[src/rtl/alarm_pkg.sv]
// Shared constants and repeat-engine state encoding for the alarm-time entry stage.
package alarm_pkg;

    localparam int TW = 6;
    localparam logic [TW-1:0] HR_MAX  = 6'd23;
    localparam logic [TW-1:0] MIN_MAX = 6'd59;

    typedef enum logic [1:0] {
        RPT_IDLE   = 2'd0,
        RPT_DELAY  = 2'd1,
        RPT_REPEAT = 2'd2
    } rpt_state_e;

endpackage

[src/rtl/btn_repeat.sv]
// Press-and-hold repeat engine: one step on the rising edge, then after
// REPEAT_DELAY cycles a step every REPEAT_RATE cycles while held.
module btn_repeat
    import alarm_pkg::*;
#(
    parameter int REPEAT_DELAY = 500000,
    parameter int REPEAT_RATE  = 100000
) (
    input  logic clk,
    input  logic rst_n,
    input  logic btn,
    input  logic force_idle,
    output logic step
);

    localparam int CMAX = (REPEAT_DELAY > REPEAT_RATE) ? REPEAT_DELAY : REPEAT_RATE;
    localparam int CW   = (CMAX > 1) ? $clog2(CMAX) : 1;
    localparam logic [CW-1:0] DLY_END = CW'(REPEAT_DELAY - 1);
    localparam logic [CW-1:0] RPT_END = CW'(REPEAT_RATE - 1);

    rpt_state_e     r_state;
    logic [CW-1:0]  r_cnt;
    logic           r_prev;
    logic           r_step;

    always_ff @(posedge clk or negedge rst_n) begin
        if (!rst_n) begin
            r_state <= RPT_IDLE;
            r_cnt   <= '0;
            r_prev  <= 1'b0;
            r_step  <= 1'b0;
        end else begin
            // Previous sample tracks even while forced idle, so a held button needs a re-press.
            r_prev <= btn;
            r_step <= 1'b0;
            if (force_idle || !btn) begin
                r_state <= RPT_IDLE;
                r_cnt   <= '0;
            end else begin
                case (r_state)
                    RPT_IDLE: begin
                        if (!r_prev) begin
                            r_step  <= 1'b1;
                            r_state <= RPT_DELAY;
                            r_cnt   <= '0;
                        end
                    end
                    RPT_DELAY: begin
                        if (r_cnt == DLY_END) begin
                            r_step  <= 1'b1;
                            r_state <= RPT_REPEAT;
                            r_cnt   <= '0;
                        end else if (r_cnt < DLY_END) begin
                            r_cnt <= r_cnt + 1'b1;
                        end
                    end
                    RPT_REPEAT: begin
                        if (r_cnt == RPT_END) begin
                            r_step <= 1'b1;
                            r_cnt  <= '0;
                        end else if (r_cnt < RPT_END) begin
                            r_cnt <= r_cnt + 1'b1;
                        end
                    end
                    default: begin
                        r_state <= RPT_IDLE;
                        r_cnt   <= '0;
                    end
                endcase
            end
        end
    end

    assign step = r_step;

endmodule

[src/rtl/alarm_set.sv]
// Alarm-time entry: holds alarm hour/minute, applies wrapped steps from two
// repeat engines, clear-to-default, edit lock and a change pulse.
module alarm_set
    import alarm_pkg::*;
#(
    parameter int REPEAT_DELAY = 500000,
    parameter int REPEAT_RATE  = 100000,
    parameter int DEFAULT_HR   = 6,
    parameter int DEFAULT_MIN  = 0
) (
    input  logic          clk,
    input  logic          rst_n,
    input  logic [3:0]    btn,
    input  logic          set_lock,
    output logic [TW-1:0] a_hr,
    output logic [TW-1:0] a_min,
    output logic          changed
);

    localparam logic [TW-1:0] DEF_HR  = TW'(DEFAULT_HR);
    localparam logic [TW-1:0] DEF_MIN = TW'(DEFAULT_MIN);

    logic [TW-1:0] r_hr, r_min;
    logic          r_changed;
    logic          r_clr_prev, r_clr;
    logic          w_clr_edge, w_force_idle;
    logic          w_hr_step, w_min_step;
    logic [TW-1:0] w_hr_nxt, w_min_nxt;
    logic          w_unused_btn;

    assign w_unused_btn = btn[1];

    // A clear press also parks both engines so a simultaneous step press is dropped.
    assign w_clr_edge   = btn[0] & ~r_clr_prev & ~set_lock;
    assign w_force_idle = set_lock | w_clr_edge;

    btn_repeat #(.REPEAT_DELAY(REPEAT_DELAY), .REPEAT_RATE(REPEAT_RATE)) u_hr_rpt (
        .clk        (clk),
        .rst_n      (rst_n),
        .btn        (btn[2]),
        .force_idle (w_force_idle),
        .step       (w_hr_step)
    );

    btn_repeat #(.REPEAT_DELAY(REPEAT_DELAY), .REPEAT_RATE(REPEAT_RATE)) u_min_rpt (
        .clk        (clk),
        .rst_n      (rst_n),
        .btn        (btn[3]),
        .force_idle (w_force_idle),
        .step       (w_min_step)
    );

    always_comb begin
        w_hr_nxt  = r_hr;
        w_min_nxt = r_min;
        if (r_clr) begin
            w_hr_nxt  = DEF_HR;
            w_min_nxt = DEF_MIN;
        end else begin
            if (w_hr_step)
                w_hr_nxt = (r_hr == HR_MAX) ? '0 : r_hr + 1'b1;
            if (w_min_step)
                w_min_nxt = (r_min == MIN_MAX) ? '0 : r_min + 1'b1;
        end
    end

    always_ff @(posedge clk or negedge rst_n) begin
        if (!rst_n) begin
            r_hr       <= DEF_HR;
            r_min      <= DEF_MIN;
            r_changed  <= 1'b0;
            r_clr_prev <= 1'b0;
            r_clr      <= 1'b0;
        end else begin
            r_clr_prev <= btn[0];
            r_clr      <= w_clr_edge;
            r_hr       <= w_hr_nxt;
            r_min      <= w_min_nxt;
            r_changed  <= (w_hr_nxt != r_hr) || (w_min_nxt != r_min);
        end
    end

    assign a_hr    = r_hr;
    assign a_min   = r_min;
    assign changed = r_changed;

endmodule

[config.mk]
export PLATFORM = sky130hd
export DESIGN_NAME = alarm_set
export DESIGN_NICKNAME = d
export VERILOG_FILES = /design/src/rtl/alarm_pkg.sv /design/src/rtl/btn_repeat.sv /design/src/rtl/alarm_set.sv
export SDC_FILE = /design/constraint.sdc
export NUM_CORES = 1
export LEC_CHECK = 0
export BUFFER_PORTS_ARGS = -buffer_cell sky130_fd_sc_hd__buf_2
export CORE_UTILIZATION = 40
export DETAILED_ROUTE_END_ITERATION = 16
export PLACE_DENSITY_LB_ADDON = 0.1
export REMOVE_ABC_BUFFERS = 1
export SETUP_SLACK_MARGIN = 0.3
export SLEW_MARGIN = 20
export SYNTH_ARGS = -nofsm -noshare
export SYNTH_HDL_FRONTEND = slang
export SYNTH_SLANG_ARGS = --single-unit
[constraint.sdc]
create_clock -name clk -period 5.4 [get_ports clk]
set_input_delay 0.54 -clock clk [delete_from_list [all_inputs] [get_ports clk]]
set_output_delay 0.54 -clock clk [all_outputs]
set_load 0.05 [all_outputs]
==> Word level (Yosys, flattened, before mapping) <==
Cells that the tools add are included.
{ "word_totals": {"ff_bits": 61} }
{ "op_classes": {"addsub": 4, "order_cmp": 4, "eq_ne": 22, "n_mux": 38, "bitwise": 5, "n_reduce_logical": 11} }
{ "ops": {"columns": ["op", "count"], "rows": [
  ["19-bit two-way mux", 12],
  ["19-bit case mux with 3 select lines", 2],
  ["19-bit by 1-bit adder with 19-bit output, second input constant", 2],
  ["19-bit by 17-bit == test with 1-bit output, second input constant", 2],
  ["19-bit == test, second input constant", 2],
  ["19-bit by 17-bit less-than comparator with 1-bit output, second input constant", 2],
  ["19-bit less-than comparator, second input constant", 2],
  ["6-bit two-way mux", 6],
  ["4-bit by 1-bit inequality test with 1-bit output, second input constant", 4],
  ["6-bit by 1-bit adder with 6-bit output, second input constant", 2],
  ["2-bit two-way mux", 6],
  ["6-bit inequality test", 2],
  ["2-bit case mux with 3 select lines", 2],
  ["3-bit AND reduction", 4],
  ["1-bit two-way mux", 8],
  ["6-bit by 5-bit == test with 1-bit output, second input constant", 1],
  ["6-bit == test, second input constant", 1],
  ["3-bit by 1-bit inequality test with 1-bit output, second input constant", 2],
  ["3-bit inequality test, second input constant", 2],
  ["1-bit case mux with 3 select lines", 2],
  ["2-bit by 1-bit == test with 1-bit output, second input constant", 2],
  ["2-bit == test, second input constant", 2],
  ["2-bit zero test", 2],
  ["2-bit by 1-bit inequality test with 1-bit output, second input constant", 2],
  ["5 further kinds", 10]
]} }

==> Longest topological paths before layout <==
{ "logic_depth": {"ltp_word": 7, "depth_mapped": 9} }

==> By module <==
Synthesis repeated with hierarchy kept, for this count alone.
{ "unflattened": {"cells_unflattened": 433, "area_unflattened_um2": 3907.5} }
{ "by_module_without_submodules": {"columns": ["mod", "instances", "cells_per_inst", "area_per_inst_um2", "seq_area_each_um2"], "rows": [
  ["btn_repeat (u_min_rpt)", 1, 178, 1565.3, 575.6],
  ["btn_repeat (u_hr_rpt)", 1, 173, 1537.7, 575.6],
  ["alarm_set", 1, 82, 804.5, 377.9]
]} }

==> Worst setup path after synthesis <==
OpenSTA, ideal clock, no wires.
{ "synth_path": {"path_kind": "reg2reg", "start": "register u_hr_rpt.r_cnt[14]", "end": "register u_hr_rpt.r_cnt[17]", "setup_time_ps": 121, "t_arrival_ps": 2449, "required_ps": 5279, "setup_slack_ps": 2830, "path_stages_with_launch": 10, "period_less_slack_ps": 2570, "path_cell_list": "dfrtp_1 > buf_6 > nor3_4 > nand4_4 > or4_4 > a41o_1 > buf_6 > buf_8 > a221o_1 > a22o_1"} }
{ "synth_via": {"elab_chain_len": 5} }
{ "synth_lines": {"columns": ["element", "line_no", "text"], "rows": [
  ["start, declared", "btn_repeat.sv:22", "logic [CW-1:0] r_cnt;"],
  ["start signal, assigned", "btn_repeat.sv:54", "r_cnt <= r_cnt + 1'b1;"],
  ["start signal, assigned", "btn_repeat.sv:62", "r_cnt <= r_cnt + 1'b1;"],
  ["19-bit by 1-bit adder with 19-bit output", "btn_repeat.sv:54, btn_repeat.sv:62", null],
  ["19-bit two-way mux, on equally long branches", "btn_repeat.sv:61, btn_repeat.sv:53", null],
  ["19-bit two-way mux, on equally long branches", "btn_repeat.sv:58, btn_repeat.sv:49", null],
  ["19-bit case mux with 3 select lines", "btn_repeat.sv:40", "case (r_state)"],
  ["19-bit two-way mux", "btn_repeat.sv:36", "if (force_idle || !btn) begin"]
]} }
Parallel ways exist; a longest one is shown, timed or not. The select of a mux whose other input is x is not followed.
A chain may end at the register's enable or synchronous reset.

==> Worst setup path in the final report <==
{ "layout_path": {"start": "register u_min_rpt.r_cnt[14]", "end": "register u_min_rpt.r_cnt[13]"} }
{ "layout_via": {"elab_chain_len": 4} }
{ "layout_lines": {"columns": ["element", "line_no"], "rows": [
  ["start, declared", "btn_repeat.sv:22"],
  ["start signal, assigned", "btn_repeat.sv:54"],
  ["start signal, assigned", "btn_repeat.sv:62"],
  ["branches (longest 4 deep; another with 19-bit by 17-bit less-than comparator with 1-bit output)", null]
]} }
Several ways; the timed one is not identified.

==> run_results.csv <==
group,metric,value,unit
floorplanning,placementRows,36,
layout,drive_gt1_share,15.85,%
clock_network,cts_sinks,61,
layout,final_cells,581,
setup_path,r2r_cells,7,
setup_path,cp_top_family,"simple AND/OR/NAND/NOR gates",
clock_network,cts_max_level,3,
clock_network,hold_buffers,0,
floorplanning,start_util,41.54,%
power_and_ir_drop,power,1.156,mW
layout,nNetsFinal,468,
hold_path,hold_depth,1,
synth,synth-main-ff-cell,"dfrtp_1",
synth,yosysWarnings,0,
synth,synth_fa_ha_area_share,5.521,%
setup_path,rrSetupSlack,2.43,ns
clock_network,cts_setup_buffers,0,
floorplanning,die-area,10600,µm²
route,via_per_inst,6.046,
synth,synth-simple-area-share,25.43,%
clock_network,cts_resized,0,
layout,layout_common_cells,"dfrtp_1 (59), nor2_1 (45), nand2_1 (35), nand3_1 (21)",
setup_path,r2r-end,"u_min_rpt.r_cnt[13]$_DFFE_PN0P_",
route,via_count,3513,
hold_path,hp-start,"btn[0]",
layout,diodes,0,
synth,ys_types,72,
setup_path,slowest_delay,0.59,ns
power_and_ir_drop,pwr_density_cell,259.2,nW/µm²
hold_path,min_path_type,"in -> reg",
flow_run,drv_cap,0,
synth,ys_seq_elements,61,
sta,grt_setup_unrepaired,"no",
synth,netlist_instances,434,
floorplanning,io_pins,20,
synth,avgSynthCellArea,9.398,µm²
synth,synthXorXnorAreaFrac,1.503,%
placed_design,placed_cells,565,
synth,synth-edff-count,0,
sta,worst-slew-pin-transition,0.9914,ns
synth,synthArstFlopShare,100.0,%
synth,ys_seq_area_share,37.48,%
synth,synth_area,4079,µm²
layout,area_growth,9.356,%
global_routing,overflow,0,
setup_path,end_kind,"flop",
clock_network,clockRootBuffer,"clkbuf_8",
power_and_ir_drop,leakagePower,1.937,nW
clock_network,cts_tree,"done",
power_and_ir_drop,ir_drop,0.1283,mV
clock_network,clock_latency,0.34,ns
setup_path,path_cells,"or4_1 > nor4_2 > a21bo_2 > a221oi_2 > buf_4 > or2_0 > a221o_1",
route,routedWlPerCell,16.97,µm
synth,synth_compound_area_share,22.36,%
layout,fin_area,4461,µm²
sta,tns,0,ns
sta,finalSetupViolations,0,
placed_design,place_hpwl,6706,µm
sta,slew_headroom,33.79,%
global_routing,grt_pass1_vias,3424,
route,drcViolationCount,0,
floorplanning,die_h,103.0,µm
clock_network,cts_buffer_depth,2,
run_status,outcome,"complete, no violations",
sta,post-route-period-util,54.97,%
setup_path,worstPathMaxFanout,14,
synth,synth_top_family_by_area,"simple AND/OR/NAND/NOR gates",
setup_path,crit_required,5.62,ns
sta,final-hold-violation-count,0,
floorplanning,core_area,9819,µm²
setup_path,arrival,3.18,ns
setup_path,rr_startpoint,"u_min_rpt.r_cnt[14]$_DFFE_PN0P_",
layout,final_common_cell,"dfrtp_1",
route,first_iter_violations,129,
global_routing,grt_usage,20.60,%
setup_path,path_buf_inv,1,
synth,synthMuxAreaShare,2.485,%
setup_path,crit_slowest_cell,"or4_1",
route,drt-pass1-iter-count,4,
sta,clock_skew,0.01192,ns
hold_path,holdPathEnd,"r_clr_prev$_DFF_PN0_",
sta,drv_slew,0,
placed_design,routabilityCongestion,0.8225,
sta,fmax,336.9,MHz
setup_path,worstSetupStartpointType,"flop",
clock_network,path_clk_slew,0.08,ns
setup_path,critical_path_class,"reg -> reg",
placed_design,port_buffers,18,
global_routing,grt_pass1_wl,17140,µm
floorplanning,die_w,103.0,µm
placed_design,dpl_cell_area,4227,µm²
sta,min_period,2.968,ns
route,ant_nets,0,
global_routing,grt_max_degree,62,
global_routing,antenna_found_initial,0,
route,wl,9859,µm
clock_network,cts_made_buffers,9,
-- synth_stat cells, drive strengths merged, types with 12 or more instances --
cell type | n | area share, %
inv | 16 | 1.5
dfrtp | 59 | 36
ha | 18 | 5.5
clkbuf | 15 | 1.6
a21oi | 12 | 1.5
nand2 | 35 | 3.2
nor2 | 45 | 4.1
and3 | 20 | 3.1
nand4 | 17 | 3.0
o21ai | 18 | 2.2
nand3 | 21 | 2.6
a221o | 18 | 4.7
-- flip-flops by register name, indices dropped and copies added (netlist names) --
register	cells
u_hr_rpt.r_state	2
r_clr_prev	1
a_hr	6
u_min_rpt.r_state	2
u_min_rpt.r_prev	1
r_clr	1
u_min_rpt.r_cnt	19
u_hr_rpt.r_cnt	19
changed	1
a_min	6
u_min_rpt.step	1
u_hr_rpt.step	1
u_hr_rpt.r_prev	1
-- layer usage --
metal  share of wire (%)  GRT usage [%]  vias to the layer above
met2                  47          33.49                       71
li1                    -              -                     1689
met5                   0              0                        -
met1                  48          28.05                     1744
met3                 3.4          3.254                        9
met4                 1.1          6.609                        0
-- cell type report --
cell class | count | area [µm²]
Fill cell | 978 | 5359
Multi-Input combinational cell | 333 | 2359
Sequential cell | 61 | 1529
Tap cell | 133 | 166.4
Clock buffer | 13 | 158.9
Timing Repair Buffer | 22 | 120.1
Clock inverter | 3 | 67.56
Inverter | 16 | 60.06
-- report_power, final --
group / total, mW / switching [mW] / internal [mW]
clock: 0.475 / 0.189 / 0.286
combinational: 0.174 / 0.122 / 0.0522
sequential: 0.507 / 0.0281 / 0.479
total: 1.16 / 0.339 / 0.817
-- how the worst max path moves through the flow --
stage | to | depth (start not counted) | start | slack, ns
after floorplan | u_hr_rpt.r_cnt[16]$_DFFE_PN0P_ | 7 | u_hr_rpt.r_cnt[0]$_DFFE_PN0P_ | 2.38
after global placement | u_hr_rpt.r_cnt[16]$_DFFE_PN0P_ | 8 | btn[0] | 2.40
after detailed placement | u_hr_rpt.r_cnt[16]$_DFFE_PN0P_ | 8 | btn[0] | 2.41
after CTS | u_min_rpt.r_cnt[13]$_DFFE_PN0P_ | 7 | u_min_rpt.r_cnt[14]$_DFFE_PN0P_ | 2.41
after global routing | u_min_rpt.r_cnt[1]$_DFFE_PN0P_ | 7 | u_min_rpt.r_cnt[14]$_DFFE_PN0P_ | 2.17
final | u_min_rpt.r_cnt[13]$_DFFE_PN0P_ | 7 | u_min_rpt.r_cnt[14]$_DFFE_PN0P_ | 2.43
-- cell families after synthesis --
family | count (synthesis)
fa+ha+maj | 18
xor+xnor | 7
buf+inv | 40
simple gates | 190
flops | 61
mux | 10
compound gates | 108
-- through the flow --
stage / worst slack, ns / hold slack (ns) / utilization [%]
3_3_place_gp: 2.401 / 0.4835 / 43.00
5_1_grt: 2.172 / 0.3021 / 45.43
4_1_cts: 2.413 / 0.3087 / 45.35
2_1_floorplan: 2.378 / 0.2444 / -
6_report: 2.432 / 0.3224 / 45.43
3_5_place_dp: 2.406 / 0.4923 / 43.04
Note: power is estimated with default switching activity, not from simulation.
